## config.mk

```make
export PLATFORM = sky130hd
export DESIGN_NAME = pwm_servo_bank
export DESIGN_NICKNAME = d
export VERILOG_FILES = /design/src/rtl/pwm_servo_pkg.sv /design/src/rtl/pwm_servo_chan.sv /design/src/rtl/pwm_servo_bank.sv
export SDC_FILE = /design/constraint.sdc
export NUM_CORES = 1
export LEC_CHECK = 0
export ABC_AREA = 1
export CAP_MARGIN = 40
export CORE_ASPECT_RATIO = 0.6
export CORE_MARGIN = 2
export CORE_UTILIZATION = 56
export DETAILED_ROUTE_END_ITERATION = 12
export DONT_BUFFER_PORTS = 1
export HOLD_SLACK_MARGIN = 0.03
export PLACE_DENSITY = 0.71
export SYNTH_ARGS = -nofsm -noshare
export SYNTH_HDL_FRONTEND = slang
export SYNTH_SLANG_ARGS = --single-unit
```

## constraint.sdc

```tcl
create_clock -name clk -period 2.85 [get_ports clk]
set_input_delay 0.285 -clock clk [delete_from_list [all_inputs] [get_ports clk]]
set_output_delay 0.285 -clock clk [all_outputs]
set_load 0.02 [all_outputs]
```

## src/rtl/pwm_servo_pkg.sv

```systemverilog
// pwm_servo_pkg: default constants and channel-index width helper for the servo PWM bank
package pwm_servo_pkg;
  localparam int N_CH_DEF = 6;
  localparam int CNT_W_DEF = 21;
  localparam int PERIOD_DEF = 2000000;
  localparam int DUTY_MIN_DEF = 100000;
  localparam int DUTY_MAX_DEF = 200000;
  function automatic int ch_w(input int n);
    return n > 1 ? $clog2(n) : 1;
  endfunction
endpackage

```

## src/rtl/pwm_servo_chan.sv

```systemverilog
// pwm_servo_chan: one channel's duty shadow, active duty and registered comparator
module pwm_servo_chan
  import pwm_servo_pkg::*;
#(
  parameter int CNT_W = CNT_W_DEF
) (
  input  logic             clk,
  input  logic             res,
  input  logic             wr,
  input  logic             load,
  input  logic             cmp_en,
  input  logic [CNT_W-1:0] wr_duty,
  input  logic [CNT_W-1:0] cnt,
  output logic             pwm
);
  logic [CNT_W-1:0] duty_sh, duty_act;
  // shadow takes writes; active copies the pre-write shadow on load; output compares against the current active duty
  always_ff @(posedge clk)
    if (res) begin
      duty_sh <= '0;
      duty_act <= '0;
      pwm <= 1'b0;
    end else begin
      if (wr) duty_sh <= wr_duty;
      if (load) duty_act <= duty_sh;
      pwm <= cmp_en & (cnt < duty_act);
    end
endmodule

```

## src/rtl/pwm_servo_bank.sv

```systemverilog
// pwm_servo_bank: shared-counter servo PWM bank with shadowed duty/period; define SERVO_CLAMP_EN to clamp written duties
module pwm_servo_bank
  import pwm_servo_pkg::*;
#(
  parameter int N_CH = N_CH_DEF,
  parameter int CNT_W = CNT_W_DEF,
  parameter int PERIOD_RST = PERIOD_DEF,
  parameter int DUTY_MIN = DUTY_MIN_DEF,
  parameter int DUTY_MAX = DUTY_MAX_DEF
) (
  input  logic                    clk,
  input  logic                    res,
  input  logic                    enable,
  input  logic                    wr_en,
  input  logic [ch_w(N_CH)-1:0]   wr_ch,
  input  logic [CNT_W-1:0]        wr_duty,
  input  logic                    per_wr,
  input  logic [CNT_W-1:0]        per_val,
  output logic [N_CH-1:0]         pwm,
  output logic                    frame
);
  localparam int CH_W = ch_w(N_CH);
  logic [CNT_W-1:0] cnt, per_sh, per_act, wr_val;
  logic run, idle_per, start, cmp_en, wrap, load;
  if (DUTY_MIN > DUTY_MAX) begin : g_bad_clamp
    $error("DUTY_MIN exceeds DUTY_MAX");
  end
  // a period below 2 parks the bank; loads happen on start, on wrap, and continuously while parked so a new period is picked up
  always_comb begin
    idle_per = per_act < CNT_W'(2);
    start = enable & ~run;
    cmp_en = enable & run & ~idle_per;
    wrap = cmp_en & (cnt == per_act - 1'b1);
    load = start | wrap | (enable & idle_per);
  end
`ifdef SERVO_CLAMP_EN
  // clamp written duty into the servo range, keeping 0 as channel-off
  always_comb
    wr_val = wr_duty == '0 ? '0 :
             wr_duty < CNT_W'(DUTY_MIN) ? CNT_W'(DUTY_MIN) :
             wr_duty > CNT_W'(DUTY_MAX) ? CNT_W'(DUTY_MAX) : wr_duty;
`else
  // written duty is stored as given
  always_comb wr_val = wr_duty;
`endif
  // shared counter, period shadow/active and frame pulse marking the first cycle of each loaded period
  always_ff @(posedge clk)
    if (res) begin
      cnt <= '0;
      per_sh <= CNT_W'(PERIOD_RST);
      per_act <= CNT_W'(PERIOD_RST);
      run <= 1'b0;
      frame <= 1'b0;
    end else begin
      run <= enable;
      if (per_wr) per_sh <= per_val;
      if (load) per_act <= per_sh;
      cnt <= (enable & ~load) ? cnt + 1'b1 : '0;
      frame <= load & (per_sh >= CNT_W'(2));
    end
  for (genvar i = 0; i < N_CH; i++) begin : g_ch
    pwm_servo_chan #(.CNT_W(CNT_W)) u_chan (
      .clk(clk),
      .res(res),
      .wr(wr_en & (wr_ch == CH_W'(i))),
      .load(load),
      .cmp_en(cmp_en),
      .wr_duty(wr_val),
      .cnt(cnt),
      .pwm(pwm[i])
    );
  end
endmodule

```

**Yosys cells after proc, flatten, opt, wreduce, memory -nomap -nowiden**

Cells that the tools add are included.

- Logic and storage cells: 66
- Register bits after elaboration: 323
- Input bits: 50
- Output and inout port bits: 7

- Reductions and logical operators: 2
- Bitwise logic cells: 25
- Eq/ne operators: 6
- $add $sub $neg: 2
- Order comparisons: 8

Operators by type and width:

| kind | number |
|---|---|
| $lt A21 B21 Y1 | 6 |
| $add A21 B1 Y21 const B | 1 |
| $eq A21 B21 Y1 | 1 |
| $ge A21 B2 Y1 const B | 1 |
| $lt A21 B2 Y1 const B | 1 |
| $sub A21 B1 Y21 const B | 1 |
| $and A1 B1 Y1 | 19 |
| $eq A3 B2 Y1 const B | 2 |
| $eq A3 B3 Y1 const B | 2 |
| $not A1 Y1 | 4 |
| $eq A3 B1 Y1 const B | 1 |
| $logic_not A3 Y1 | 1 |
| $or A1 B1 Y1 | 2 |
| $reduce_or A2 Y1 | 1 |

**Depth between registers and ports, before layout**

Gate-level depths: netlist (run 1).

- Depth in word-level cells: 10
- Depth in mapped cells: 20
- Depth with buffers taken out: 18

**Hierarchy**

From an unflattened synthesis (run 1), not the netlist that was laid out.

- Cell total of the unflattened synthesis: 2142
- Area, all modules: 15491.1 µm²

By module, submodules not included:

| module | sequential area each (µm²) | cells an instance | instances | area each (µm²) |
|---|---|---|---|---|
| pwm_servo_chan | 860.8 | 266 | 6 | 1981.9 |
| pwm_servo_bank | 1301.2 | 546 | 1 | 3599.7 |

**Worst setup path before layout (run 1)**

Ideal clock, no wire load.

- Kind: register to register
- Start: reg per_act[0]
- End: reg g_ch[2].u_chan.duty_act[14]
- Buffers on the path: 2
- Period minus slack after synthesis: 2.107 ns
- Setup time: 0.115 ns
- Setup slack: 0.743 ns
- Cell stages (with the launch flop): 18
- Required time: 2.735 ns
- Arrival: 1.992 ns
- Path through: dfxtp_1 -> inv_1 -> ha_1 -> nand2_2 -> nor2_4 -> nand3_1 -> nor2_1 -> nand2_1 -> nand2_1 -> nand2_1 -> nor2_1 -> nand3_1 -> nand2_2 -> buf_4 -> buf_4 -> nand3_1 -> nand2_1 -> nor2_1

- Word-level cells in the longest chain between the ends: 6
- Elaborated cells between the ends (all ways): 9
- Those cells by class: 1 x add/sub; 1 x order compare; 1 x eq/ne; 6 x bitwise

Ends and longest elaborated chain:

| item | RTL line | text |
|---|---|---|
| start, declared | pwm_servo_bank.sv:23 | `logic [CNT_W-1:0] cnt, per_sh, per_act, wr_val;` |
| start signal, assigned | pwm_servo_bank.sv:51 | `per_act <= CNT_W'(PERIOD_RST);` |
| start signal, assigned | pwm_servo_bank.sv:57 | `if (load) per_act <= per_sh;` |
| parallel branches: the longest is 5 deep, another holds $sub A21 B1 Y21 | - |  |
| $or A1 B1 Y1 (*) | pwm_servo_bank.sv:34 | `load = start \| wrap \| (enable & idle_per);` |
| end signal, assigned | pwm_servo_chan.sv:25 | `if (load) duty_act <= duty_sh;` |
| end, declared | pwm_servo_chan.sv:16 | `logic [CNT_W-1:0] duty_sh, duty_act;` |

Every way passes the cells marked *.
A chain may end at the register's enable or synchronous reset.

**Worst setup path after layout (run 1)**

- Start: reg per_act[2]
- End: reg g_ch[5].u_chan.duty_act[20]

- Word-level cells in the longest chain between the ends: 6
- Elaborated cells between the ends (all ways): 9
- Those cells by class: 1 x add/sub; 1 x order compare; 1 x eq/ne; 6 x bitwise

Ends and longest elaborated chain:

| item | RTL line |
|---|---|
| parallel branches: the longest is 5 deep, another holds $sub A21 B1 Y21 | - |
| $or A1 B1 Y1 (*) | pwm_servo_bank.sv:34 |
| end signal, assigned | pwm_servo_chan.sv:25 |
| end, declared | pwm_servo_chan.sv:16 |

Marked as above.

==> out/metrics.cfg, run 1 <==
[power_and_ir_drop]
p_leak_nw=7.88
power_density_nw_per_um2=559
max-vdd-ir-drop_v=0.000468

[clock_network]
root_buffer=clkbuf_16
cts.sinks=323
cts_buffers=31
cts_tree=built
cts_buffer_depth=3
cts_max_level=1
clk_pin_slew_worst_paths_ns=0.07
cts-hold-fix-buffers=45
insertion_delay_ns=0.58

[critical_path]
r2r-end=g_ch[5].u_chan.duty_act[20]$_SDFFE_PP0P_
timing.rr.start=per_act[2]$_SDFFE_PP0P_
cpLargestDelayFamily=simple AND/OR/NAND/NOR gates
slowest_delay_ns=0.40
critPathMaxFanout=31
cp_data_required_time_ns=3.32
criticalPathCategory=reg -> reg
cp-start-kind=flop
crit_path_frequent_cell=nand2_1
crit_path_end_kind=flop
crit_chain=nor2_2, nand2_1, nor2_2, nand2_1, o21ai_1, nand2_1, nor2_1, nand2_1, nor2_2, nand3_4, nand2_4, buf_12, nand3_1, nand2_1, nor2_1
crit_arrival_ns=3.16
rrSetupSlack_ns=0.15
crit_slowest_cell=dfxtp_1
r2r_cells=15
path_buf_inv=1

[sta]
grt_setup_unrepaired=no
timing.final.crit_share_pct=94.6
post-route-min-period_ns=2.70
maxSlewViolCount=0
clock_skew_ns=0.00922
final_hold_viol_count=12
worst_slew_pin_slew_ns=0.930
holdWs_ns=-0.119
setup_violations=0
timing.fmax_ghz=0.371
setup_tns_ns=0
slew_headroom_pct=37.9

[drt]
avgViaCountPerCell=5.48
drt_wl_total_um=44600
drt_first_pass_iters=5
ant_nets=0
drc=0
wl_per_cell_um=16.7
num_vias=14653
drt-initial-drc-count=1231

[synth]
avgSynthCellArea_um2=7.17
async_flop_share_pct=0
synthTopCellsByArea=dfxtp_1 40%, a21oi_1 10%, ha_1 9.4%
ys_ff_latch=323
yosys_warnings=0
synth.distinct_cells=38
netlist_instances=2276
seq_area_frac_synth_pct=39.6
synth_edf_count=0
synth_commonest_cells=337 x inv_1, 330 x a21oi_1, 323 x dfxtp_1
yosys.area.top_type=dfxtp_1
synth.most_common_cell=inv_1
syn-num-nets=2448
syn_area_um2=16300
synth_top_area_share_pct=39.6
yosys_most_used_dff=dfxtp_1

[hold_path]
hold_start=enable
hp-class=in -> reg
min_to=per_act[19]$_SDFFE_PP1P_
worstHoldPathCells=2

[status]
violations=negative hold slack
status=finished, violations left

[global_routing]
gr-usage-all-layers_pct=28.6
grt_start_max_net_pins=291
grt_overflow=0
grt_pass1_wl_um=69600
grt_pass1_vias=13012
grt_antenna_before_repair=3

[placed_design]
port_buffers=0
detailedPlacementHpwl_um=29700
place.gp.congestion=0.918

[floorplanning]
io_pins=57
initial_utilization_pct=56.8
die_width_um=224
die_h_um=136
die_area_um2=30600
core-area_um2=28700
num_rows=48

[final_layout]
area_delta_synth_final_pct=11.1
nNetsFinal=2445
drive_above_1_share_pct=5.79
post-route-util_pct=63.2

[run]
drv_cap=0

==> per-stage QoR <==
stage          instances  hold slack [ns]  power, mW  area (µm²)  setup slack [ns]
4_1_cts             2665           -0.134       10.1       18000            0.0852
3_5_place_dp        2563            0.374       6.12       16600             0.109
2_1_floorplan       2276            0.403       5.89       16300             0.743
6_report            2673           -0.119       10.1       18100             0.155
3_3_place_gp        2563            0.372       6.08       16600             0.130
5_1_grt             2673           -0.111       10.6       18100            0.0144
==> cell families (layout without fill, tap and decap cells) <==
group / after synthesis / in the layout / synth area share (%)
buffers and inverters: 477 / 495 / 12.0
and+or+nand+nor: 807 / 810 / 21.1
xor gates and xnor gates: 22 / 22 / 1.18
other: 0 / 1 / 0
AOI/OAI and AO/OA: 525 / 525 / 16.8
adders and majority gates: 122 / 122 / 9.35
DFF: 323 / 323 / 39.6
==> final cells by class <==
class,instances,area (µm²)
timing repair buffer,94,958
antenna,1,2.50
inverter,344,1300
fill,2605,10600
multi-input combinational,1479,7970
clock inverter,9,57.6
tap,375,469
clock buffer,48,910
sequential,323,6470
==> report_power, final <==
| group | internal, mW | total (mW) | switching, mW | leakage (nW) |
|---|---|---|---|---|
| Clock | 2.19 | 3.98 | 1.79 | 0.473 |
| Sequential | 4.75 | 4.88 | 0.136 | 2.65 |
| Combinational | 0.468 | 1.27 | 0.797 | 4.76 |
| Total | 7.41 | 10.1 | 2.72 | 7.88 |
==> flip-flops by register name, indices dropped and copies added, names as in the netlist <==
| name | cells |
|---|---|
| per_sh | 21 |
| cnt | 21 |
| run | 1 |
| g_ch.u_chan.duty_sh | 126 |
| frame | 1 |
| g_ch.u_chan.pwm | 6 |
| per_act | 21 |
| g_ch.u_chan.duty_act | 126 |
==> layer usage <==
metal,global-route usage [%],up-vias,part of all wire (%)
li1,-,7387,-
met5,0,-,0.061
met3,5.49,59,7.5
met1,44.1,6768,51
met2,41.6,435,40
met4,5.00,4,1.6
==> worst max path at each step <==
stage / startpoint / endpoint / depth (start not counted)
5_1_grt: per_act[0]$_SDFFE_PP0P_ / g_ch[4].u_chan.duty_act[7]$_SDFFE_PP0P_ / 16
2_1_floorplan: per_act[0]$_SDFFE_PP0P_ / g_ch[2].u_chan.duty_act[14]$_SDFFE_PP0P_ / 17
3_5_place_dp: per_act[0]$_SDFFE_PP0P_ / per_act[1]$_SDFFE_PP0P_ / 16
6_report: per_act[2]$_SDFFE_PP0P_ / g_ch[5].u_chan.duty_act[20]$_SDFFE_PP0P_ / 15
3_3_place_gp: per_act[0]$_SDFFE_PP0P_ / per_act[1]$_SDFFE_PP0P_ / 16
4_1_cts: per_act[0]$_SDFFE_PP0P_ / per_act[1]$_SDFFE_PP0P_ / 16
==> layout by cell type, fill, tap and decap left out, types with 6 or more instances in the layout <==
| master | netlist | final |
|---|---|---|
| a21oi_1 | 330 | 330 |
| a21oi_2 | 10 | 10 |
| buf_4 | 20 | 40 |
| clkbuf_1 | 74 | 10 |
| clkbuf_16 | 0 | 32 |
| clkbuf_8 | 0 | 7 |
| dfxtp_1 | 323 | 323 |
| dlygate4sd3_1 | 0 | 45 |
| ha_1 | 122 | 122 |
| inv_1 | 337 | 337 |
| nand2_1 | 321 | 320 |
| nand3_1 | 197 | 195 |
| nand4_1 | 22 | 22 |
| nor2_1 | 218 | 216 |
| nor2_2 | 6 | 8 |
| nor3_1 | 20 | 20 |
| nor4_1 | 6 | 6 |
| o211ai_1 | 8 | 8 |
| o21ai_0 | 155 | 155 |
| xnor2_1 | 11 | 11 |
| xor2_1 | 11 | 11 |
==> what timing repair did <==
item | in CTS | in global routing
buffers inserted | 0 | 3
resized for setup | 0 | 10
setup endpoints to repair | 0 | 138
hold endpoints to repair | 301 | 146
(Power assumes the default switching activity.)
==> inputs of run 2 (changes only) <==
- SETUP_SLACK_MARGIN: not set -> 0.15
==> run 2 against run 1 <==
  * The run still ends with negative hold slack left
  * Routed wire length grew 2.4%
  * Via count grew 0.57%
  * Combinational power grew 5%
  * Register-to-register slack gained 0.09 ns
  * Non-clock buffer count grew 7
  * Flip-flop and latch count is the same
  * Utilization grew 0.85 points
  * Worst setup slack gained 0.089 ns
  * Sequential share of layout area shrank 0.46 points
==> out/metrics.cfg, run 2 (synthesis gave the netlist of run 1 again) <==
[run]
drv_cap=0  ; unchanged

[floorplanning]
die_area_um2=30600  ; unchanged
initial_utilization_pct=56.8  ; unchanged
die_h_um=136  ; unchanged
core-area_um2=28700  ; unchanged
die_width_um=224  ; unchanged
num_rows=48  ; unchanged
io_pins=57  ; unchanged

[critical_path]
crit_chain=nor2_2, nand2_1, inv_1, nand2_1, nand2_1, nand2_1, nand3_1, nor2_1, nand2_1, nor2_2, nand3_4, nand2_8, buf_16, buf_16, nand3_1, nand2_2, nor2_1
crit_path_end_kind=flop
crit_path_frequent_cell=nand2_1
critPathMaxFanout=17  ; -45%
path_buf_inv=3  ; +2
slowest_delay_ns=0.50  ; +0.10 ns
crit_arrival_ns=3.08  ; -0.08 ns
crit_slowest_cell=dfxtp_1
cpLargestDelayFamily=simple AND/OR/NAND/NOR gates
criticalPathCategory=reg -> reg
cp-start-kind=flop
cp_data_required_time_ns=3.32  ; about the same

[sta]
slew_headroom_pct=36.4  ; -1.5 points
grt_setup_unrepaired=yes
timing.fmax_ghz=0.384  ; +3.4%
maxSlewViolCount=0  ; unchanged
final_hold_viol_count=9  ; -3
setup_tns_ns=0  ; unchanged
clock_skew_ns=0.0120  ; +0.00275 ns
timing.final.ws_setup_ns=0.244  ; +0.0894 ns
worst_slew_pin_slew_ns=0.953  ; +0.0223 ns
holdWs_ns=-0.115  ; +0.00336 ns
timing.final.crit_share_pct=91.4  ; -3.1 points
post-route-min-period_ns=2.61  ; -0.0894 ns
setup_violations=0  ; unchanged

[power_and_ir_drop]
p_leak_nw=7.99  ; +1.4%
max-vdd-ir-drop_v=0.000469  ; +0.22%
p_total_mw=10.2  ; +0.72%
power_density_nw_per_um2=555  ; -0.62%

[drt]
wl_per_cell_um=17.0  ; +2.2%
num_vias=14737  ; +0.57%
ant_nets=0  ; unchanged
drt-initial-drc-count=1418  ; +15%
drt_wl_total_um=45600  ; +2.4%
drc=0  ; unchanged
avgViaCountPerCell=5.50  ; +0.39%
drt_first_pass_iters=6  ; +1

[clock_network]
cts_max_level=1  ; unchanged
cts_buffers=31  ; unchanged
root_buffer=clkbuf_16
cts.sinks=323  ; unchanged
cts_buffer_depth=3  ; unchanged
cts-hold-fix-buffers=45  ; unchanged
clk_pin_slew_worst_paths_ns=0.07  ; about the same
cts_tree=built
insertion_delay_ns=0.58  ; about the same

[status]
status=finished, violations left
violations=negative hold slack

[final_layout]
post-route-util_pct=64.0  ; +0.85 points
nNetsFinal=2450  ; +0.20%
stdcell_area_um2=18400  ; +1.3%
layout_common_cells=337 x inv_1, 329 x a21oi_1, 321 x dfxtp_1
layout_commonest_cell=inv_1
drive_above_1_share_pct=6.43  ; +0.64 points
final_cells=2678  ; +0.19%
top_regs=g_ch.u_chan.duty_act (126), g_ch.u_chan.duty_sh (126)
area_delta_synth_final_pct=12.6

[global_routing]
grt_pass1_vias=13035  ; +0.18%
grt_antenna_before_repair=3  ; unchanged
grt_pass1_wl_um=70300  ; +0.99%
gr-usage-all-layers_pct=29.0  ; +0.40 points
grt_start_max_net_pins=291  ; unchanged
grt_overflow=0  ; unchanged

[placed_design]
place_area_um2=16600  ; unchanged
detailedPlacementHpwl_um=29700  ; unchanged
dp.cells=2563  ; unchanged
place.gp.congestion=0.918  ; unchanged
port_buffers=0  ; unchanged
dp_slack_ns=0.109  ; unchanged

[hold_path]
hp-class=in -> reg

## run 2: worst paths after layout
check / start / end / slack [ns] / depth (start not counted)
setup / recovery: per_act[2]$_SDFFE_PP0P_ / per_act[1]$_SDFFE_PP0P_ / 0.24 / 17
hold / removal: enable / per_act[19]$_SDFFE_PP1P_ / -0.12 / 2
setup reg to reg: per_act[2]$_SDFFE_PP0P_ / per_act[1]$_SDFFE_PP0P_ / 0.24 / 17
hold reg to reg: g_ch[2].u_chan.duty_sh[18]$_SDFFE_PP0P_ / g_ch[2].u_chan.duty_sh[18]$_SDFFE_PP0P_ / 0.45 / 2
## run 2: worst register-to-register path, stage by stage, from the launching register on
cell	delay, ns
dfxtp_1	0.50
nor2_2	0.09
nand2_1	0.17
inv_1	0.10
nand2_1	0.11
nand2_1	0.06
nand2_1	0.06
nand3_1	0.08
nor2_1	0.17
nand2_1	0.08
nor2_2	0.17
nand3_4	0.13
nand2_8	0.13
buf_16	0.18
buf_16	0.20
nand3_1	0.09
nand2_2	0.12
nor2_1	0.06
## run 2: timing repair
action	in CTS	in global routing
setup endpoints to repair	4	149
gates resized for setup	5	27
hold endpoints to repair	301	146
gates cloned	1	7
pin swaps	1	2
buffers inserted	3	1
## run 2: report_power, final
part,leakage [nW],switching (mW),internal (mW)
registers,2.65,0.138,4.75
clock network,0.473,1.80,2.19
logic,4.87,0.820,0.505
## run 2: final cells by class
class                   instances  area [µm²]
clock inverters                 9        57.6
inverters                     344        1300
well taps                     375         469
diodes                          1        2.50
repair buffers                101        1180
multi-input cells            1477        7990
clock buffers                  48         910
flip-flops and latches        323        6470
fillers                      2560       10300
## run 2: metal layers
layer / GRT usage (%) / part of all wire (%) / vias up / wire, µm
met1: 44.5 / 50 / 6816 / 22600
met5: 0 / 0.059 / - / 27
li1: - / - / 7394 / -
met2: 41.9 / 41 / 464 / 18500
met4: 4.97 / 1.5 / 4 / 668
met3: 6.14 / 8.3 / 59 / 3780
